--- src/rtl/hy_riscv_regfile_arbiter.sv ---
// Purpose : sequencer/arbiter for the single-port 32x32 RISC-V register set (zeroing sweep, round-robin sharing, x0 rule).
// Latency : request accepted in T, register port driven in T+1, rsp_valid/rsp_rdata in T+2; one accept per cycle.
// Backpressure: req_ready grants one requester per cycle (none during INIT); no response backpressure.
//
// Ports:
//   clk, reset          rising-edge clock, asynchronous active-high reset
//   req_valid/req_we    per-requester request valid and write flag
//   req_id/req_wdata    per-requester register index (5b) and write data (32b), packed
//   req_ready           one-hot combinational grant
//   rsp_valid/rsp_rdata per-requester completion pulse, shared read data
//   init_done           high once the zeroing sweep has finished
//   rf_set_reg/rf_register_id/rf_value  registered drive of the register set
//   rf_value_in         register-set read data, combinational from rf_register_id
module hy_riscv_regfile_arbiter #(
  parameter int NUM_REQ = 3
) (
  input  logic                    clk,
  input  logic                    reset,
  input  logic [NUM_REQ-1:0]      req_valid,
  input  logic [NUM_REQ-1:0]      req_we,
  input  logic [5*NUM_REQ-1:0]    req_id,
  input  logic [32*NUM_REQ-1:0]   req_wdata,
  output logic [NUM_REQ-1:0]      req_ready,
  output logic [NUM_REQ-1:0]      rsp_valid,
  output logic [31:0]             rsp_rdata,
  output logic                    init_done,
  output logic                    rf_set_reg,
  output logic [4:0]              rf_register_id,
  output logic [31:0]             rf_value,
  input  logic [31:0]             rf_value_in
);

  localparam int IDXW = $clog2(NUM_REQ);
  // One extra bit so (last_grant + k) cannot overflow before the wrap.
  localparam int SW   = IDXW + 1;

  typedef enum logic {
    ST_INIT = 1'b0,
    ST_RUN  = 1'b1
  } state_t;

  state_t             state_q, state_d;
  logic [5:0]         cnt_q, cnt_d;
  logic               init_done_d;
  logic [IDXW-1:0]    last_grant, last_grant_d;

  // Stage-1 next values (register-port drive plus response bookkeeping)
  logic               set_d;
  logic [4:0]         rid_d;
  logic [31:0]        val_d;
  logic               s1_vld, s1_vld_d;
  logic [NUM_REQ-1:0] s1_src, s1_src_d;
  logic               s1_we, s1_we_d;
  logic               s1_x0, s1_x0_d;

  // Arbitration
  logic [SW-1:0]      cand_sum;
  logic [IDXW-1:0]    cand;
  logic               found;
  logic [IDXW-1:0]    gnt_idx;
  logic [NUM_REQ-1:0] gnt_oh;
  logic               accept;

  // Winner's request fields
  logic               sel_we;
  logic [4:0]         sel_id;
  logic [31:0]        sel_wdata;

  // ------------------------------------------------------------------
  // Round-robin search starting just above the last accepted requester.
  // The first valid requester found in the rotated order wins.
  // ------------------------------------------------------------------
  always_comb begin
    gnt_oh   = '0;
    gnt_idx  = '0;
    found    = 1'b0;
    cand_sum = '0;
    cand     = '0;
    for (int k = 1; k <= NUM_REQ; k++) begin
      cand_sum = {1'b0, last_grant} + SW'(k);
      if (cand_sum >= SW'(NUM_REQ)) begin
        cand_sum = cand_sum - SW'(NUM_REQ);
      end
      cand = cand_sum[IDXW-1:0];
      if (!found && req_valid[cand]) begin
        found        = 1'b1;
        gnt_idx      = cand;
        gnt_oh[cand] = 1'b1;
      end
    end
  end

  // Grants are only offered once the sweep has finished.
  assign req_ready = (state_q == ST_RUN) ? gnt_oh : '0;
  assign accept    = (state_q == ST_RUN) && found;

  // AND-OR select of the granted requester's fields.
  always_comb begin
    sel_we    = 1'b0;
    sel_id    = '0;
    sel_wdata = '0;
    for (int i = 0; i < NUM_REQ; i++) begin
      if (gnt_oh[i]) begin
        sel_we    = req_we[i];
        sel_id    = req_id[5*i +: 5];
        sel_wdata = req_wdata[32*i +: 32];
      end
    end
  end

  // ------------------------------------------------------------------
  // FSM next-state and stage-1 next values.
  // INIT walks indices 0..31 writing zero; once the counter reaches 32
  // the strobe drops, init_done rises and the block enters RUN.
  // ------------------------------------------------------------------
  always_comb begin
    state_d      = state_q;
    cnt_d        = cnt_q;
    init_done_d  = init_done;
    last_grant_d = last_grant;
    set_d        = 1'b0;
    rid_d        = '0;
    val_d        = '0;
    s1_vld_d     = 1'b0;
    s1_src_d     = '0;
    s1_we_d      = 1'b0;
    s1_x0_d      = 1'b0;

    case (state_q)
      ST_INIT: begin
        if (cnt_q[5]) begin
          state_d     = ST_RUN;
          init_done_d = 1'b1;
        end else begin
          set_d = 1'b1;
          rid_d = cnt_q[4:0];
          cnt_d = cnt_q + 6'd1;
        end
      end

      ST_RUN: begin
        if (accept) begin
          last_grant_d = gnt_idx;
          s1_vld_d     = 1'b1;
          s1_src_d     = gnt_oh;
          s1_we_d      = sel_we;
          s1_x0_d      = (sel_id == 5'd0);
          rid_d        = sel_id;
          val_d        = sel_we ? sel_wdata : 32'd0;
          // x0 writes are acknowledged but never reach the register set.
          set_d        = sel_we && (sel_id != 5'd0);
        end
      end

      default: begin
        state_d = ST_INIT;
      end
    endcase
  end

  always_ff @(posedge clk or posedge reset) begin
    if (reset) begin
      state_q        <= ST_INIT;
      cnt_q          <= '0;
      init_done      <= 1'b0;
      last_grant     <= IDXW'(NUM_REQ - 1);
      rf_set_reg     <= 1'b0;
      rf_register_id <= '0;
      rf_value       <= '0;
      s1_vld         <= 1'b0;
      s1_src         <= '0;
      s1_we          <= 1'b0;
      s1_x0          <= 1'b0;
    end else begin
      state_q        <= state_d;
      cnt_q          <= cnt_d;
      init_done      <= init_done_d;
      last_grant     <= last_grant_d;
      rf_set_reg     <= set_d;
      rf_register_id <= rid_d;
      rf_value       <= val_d;
      s1_vld         <= s1_vld_d;
      s1_src         <= s1_src_d;
      s1_we          <= s1_we_d;
      s1_x0          <= s1_x0_d;
    end
  end

  // ------------------------------------------------------------------
  // Stage 2: the register set has been addressed for a full cycle, so
  // rf_value_in is captured here. Reads of x0 are forced to zero since
  // the sweep value in x0 is not trusted to stay architectural.
  // ------------------------------------------------------------------
  always_ff @(posedge clk or posedge reset) begin
    if (reset) begin
      rsp_valid <= '0;
      rsp_rdata <= '0;
    end else begin
      rsp_valid <= s1_vld ? s1_src : '0;
      rsp_rdata <= (s1_vld && !s1_we && !s1_x0) ? rf_value_in : 32'd0;
    end
  end

  a_ready_onehot : assert property (@(posedge clk) disable iff (reset) $onehot0(req_ready));
  a_rsp_onehot   : assert property (@(posedge clk) disable iff (reset) $onehot0(rsp_valid));
  a_no_grant_init: assert property (@(posedge clk) disable iff (reset) !init_done |-> (req_ready == '0));

endmodule

--- config.mk ---
export PLATFORM = sky130hd
export DESIGN_NAME = hy_riscv_regfile_arbiter
export DESIGN_NICKNAME = d
export VERILOG_FILES = /design/src/rtl/hy_riscv_regfile_arbiter.sv
export SDC_FILE = /design/constraint.sdc
export NUM_CORES = 1
export LEC_CHECK = 0
export ABC_CLOCK_PERIOD_IN_PS = 3890
export BUFFER_PORTS_ARGS = -buffer_cell sky130_fd_sc_hd__buf_2
export CAP_MARGIN = 20
export CORE_ASPECT_RATIO = 0.7
export CORE_MARGIN = 2
export CORE_UTILIZATION = 43
export DETAILED_ROUTE_END_ITERATION = 8
export MAX_ROUTING_LAYER = met4
export PLACE_DENSITY = 0.89
export SLEW_MARGIN = 25
export SYNTH_ARGS = -nofsm -noshare
export SYNTH_HDL_FRONTEND = slang
export SYNTH_SLANG_ARGS = --single-unit
--- constraint.sdc ---
create_clock -name clk -period 3.89 [get_ports clk]
set_input_delay 0.778 -clock clk [delete_from_list [all_inputs] [get_ports clk]]
set_output_delay 0.778 -clock clk [all_outputs]
set_load 0.05 [all_outputs]
==> summary.md <==
| Metric | Value |
|---|---|
| Slowest stage delay, CP | `between 0.5 and 0.6 ns` |
| Initial core utilization | `0.448` |
| Antenna violations before repair | `0` |
| HP Class | `flip-flop to flip-flop` |
| Crit-path slowest cell | `dfstp_2` |
| Tot GR Track Use | `0.244` |
| Post-synth EDFFs | `0` |
| DRT antenna net count | `0` |
| Peak Freq | `between 0.2 and 0.3 GHz` |
| Critical Path AT | `2.89 ns` |
| Worst reg2reg setup slack | `0.40 ns` |
| Pre-CTS setup slack | `approximately 0.33 ns` |
| Comb power frac | `0.602` |
| Buffers plus inverters on the worst setup path | `2` |
| Part of the power in registers | `0.229` |
| Detailed placer's ending HPWL | `roughly 9000 µm` |
| Clock period minus worst slack | `between 3 and 4 ns` |
| Die X | `approximately 120 µm` |
| #FFs+latches synth | `89` |
| Cells after Synth | `~340` |
| # DRC | `0` |
| Hold Slack | `between 0.4 and 0.5 ns` |
| Die area | `approximately 9600 µm²` |
| Worst Setup End Kind | `output pin` |
| Global-route wire length before repair | `between 15000 and 20000 µm` |
| Filler cells | `around 680` |
| Hold_buf cts | `0` |
| Post-route setup slack | `0.226 ns` |
| Total CTS buffers | `9` |
| Fraction of layout cells with a size suffix above 1 | `0.471` |
| Sw Share | `0.498` |
| Cell Area, Placed | `5090 µm²` |
| Hold endpoint | `init_done` |
| Sequential cell area | `roughly 2200 µm²` |
| Final Instance Area | `around 5400 µm²` |
| Measured slew at the worst slew-check pin | `0.929 ns` |
| Min-delay src | `init_done` |
| DP Cell Count | `between 600 and 700` |
| Clk buf depth | `2` |
| PnR Total Power | `5.56 mW` |
| Diodes inserted | `0` |
| Core ar. | `8510 µm²` |
| Synth Warn # | `0` |
| Mean Syn Cell Area | `about 11 µm²` |
| Worst R2R Start | `last_grant[1]` |
| Wire per inst | `17.2 µm` |
| Prevailing post-synth register cell | `dfrtp_1` |
| Initial DRC count | `between 300 and 400` |
| PD cells | `between 1000 and 1500 nW/µm²` |
| Register area share after synthesis | `0.585` |
| Lkg Pwr | `2.88 nW` |
| RSZ-0062 raised after global routing | `no` |
| Die Span Y | `82.8 µm` |
| Most common cell after layout, fill and taps aside | `buf_2` |
| Slew headroom | `0.377` |
| Hold depth | `1` |
| Regs by FF count | `rf_value (32), rsp_rdata (32), cnt_q (6)` |
| Outcome | `finished clean` |
| Setup crit start kind | `flip-flop` |
| Multi-input gate area | `1480 µm²` |
| Number of distinct library cells after synthesis | `44` |
| Final core occ | `0.637` |
| Port bufs | `227` |
| Switching power | `2.77 mW` |
| Worst-path fanout max | `12` |
| Max cap viols | `0` |
| Most frequent cells in the layout | `buf_2 (227), dfrtp_1 (88), nor2_1 (42)` |
| CP Data Required Time | `between 3 and 4 ns` |
| Mapped Area | `3810 µm²` |
| Largest net degree at the start of global routing | `around 50` |
| FF-to-FF path depth | `9` |
| Router iterations before antenna repair | `5` |
| # rows | `28` |
| Final TNS setup | `0 ns` |
| Critical path type | `flip-flop to output pin` |
| Routed vias/inst | `between 5 and 6` |
| Clk pwr share | `0.170` |
| Worst vdd ir | `487 µV` |
| Clk_skew | `between 0.007 and 0.008 ns` |
| Max-slew violations | `0` |
| Syn nets | `around 500` |
| Pint | `2.79 mW` |
| Post-CTS setup buffer count | `0` |
| Root buffer cell | `clkbuf_16` |
| Gpl congestion | `roughly 0.99` |
| CTS tree | `yes` |
| Top delay family on crit path | `compound AO/OA/AOI/OAI gates` |
| Async S/R FF share, synth | `1.00` |
| Clock Sinks | `89` |
| Number of H-tree levels | `3` |
| Worst-path clk slew | `around 0.070 ns` |
| Final WL | `around 12000 µm` |
| Final period utilization | `0.942` |
| Nets | `between 700 and 800` |
| Top cell by count, worst path | `nor2_1` |
| Io pins | `228` |
| Final-report hold violation count | `0` |
| Worst skew pair latency | `0.33 ns` |
| RR Endpoint | `rf_value[28]` |
| Area grow syn2layout | `42.4%` |
| Setup violations, final | `0` |
| Final Non-Filler Cells | `between 600 and 700` |
| Vias in the first global route | `3474` |
| Total grt overflow | `0` |
| Via count | `3649` |
| Critical-path cell list | `inv_1 > ha_2 > nor2_1 > a22oi_2 > nand2_2 > o21a_1 > nor2_1 > buf_2` |
## cell type report
cell class / instances / area share
inverters: 8 / 0.00577
clock inverters: 6 / 0.0185
multi-input cells: 216 / 0.273
well taps: 120 / 0.0277
flip-flops and latches: 89 / 0.411
clock buffers: 10 / 0.0422
repair buffers: 236 / 0.222
## cells in the mapped netlist, drive strengths merged, types with 2 or more instances
cell / number / area [µm²]
xnor2: 4 / 35.0
buf: 8 / 45.0
o21a: 2 / 15.0
a221o: 3 / 30.0
nand2: 8 / 30.0
nor2: 43 / 164
dfrtp: 88 / 2200
o31ai: 2 / 15.0
mux2: 3 / 37.5
and3: 5 / 31.3
a221oi: 37 / 330
inv: 8 / 30.0
o21ai: 5 / 25.0
a21oi: 3 / 15.0
nor3b: 2 / 15.0
ha: 7 / 87.6
and2: 36 / 225
nand2b: 3 / 18.8
clkbuf: 16 / 60.1
a32o: 3 / 30.0
nor3: 34 / 170
## power by group through the flow
| stage | clock [mW] | combinational [mW] | sequential (mW) |
|---|---|---|---|
| 3_5_place_dp | 0 | 3.32 | 1.29 |
| 6_report | 0.944 | 3.35 | 1.27 |
| 4_1_cts | 0.956 | 3.33 | 1.28 |
| 3_3_place_gp | 0 | 3.20 | 1.28 |
| 2_1_floorplan | 0 | 1.76 | 2.03 |
| 5_1_grt | 1.00 | 3.60 | 1.30 |
## repair_timing
item / in CTS / in global routing
setup endpoints to repair: 0 / 3
hold endpoints to repair: 0 / 0
resized for setup: 0 / 2
## routing by layer
| layer | GRT usage | routed length (µm) | vias to the layer above |
|---|---|---|---|
| li1 | - | - | 1663 |
| met1 | 0.297 | 4760 | 1727 |
| met2 | 0.398 | 5610 | 221 |
| met3 | 0.0584 | 1040 | 38 |
| met4 | 0.0976 | 365 | 0 |
| met5 | - | 0 | - |
## worst max path at each step
stage | from | end | cells after the start
6_report | last_grant[1] | req_ready[2] | 8
5_1_grt | last_grant[0] | req_ready[2] | 8
4_1_cts | last_grant[1] | req_ready[2] | 8
3_5_place_dp | last_grant[1] | rf_value[28] | 9
3_3_place_gp | req_valid[2] | rf_set_reg | 8
2_1_floorplan | last_grant[1] | req_ready[2] | 10
## logic make-up after synthesis
logic type / synth area share
compound gates: 0.160
buf+inv: 0.0355
simple gates: 0.175
fa+ha+maj: 0.0230
xor+xnor: 0.00919
flops: 0.585
mux: 0.0125
(Power assumes the default switching activity.)
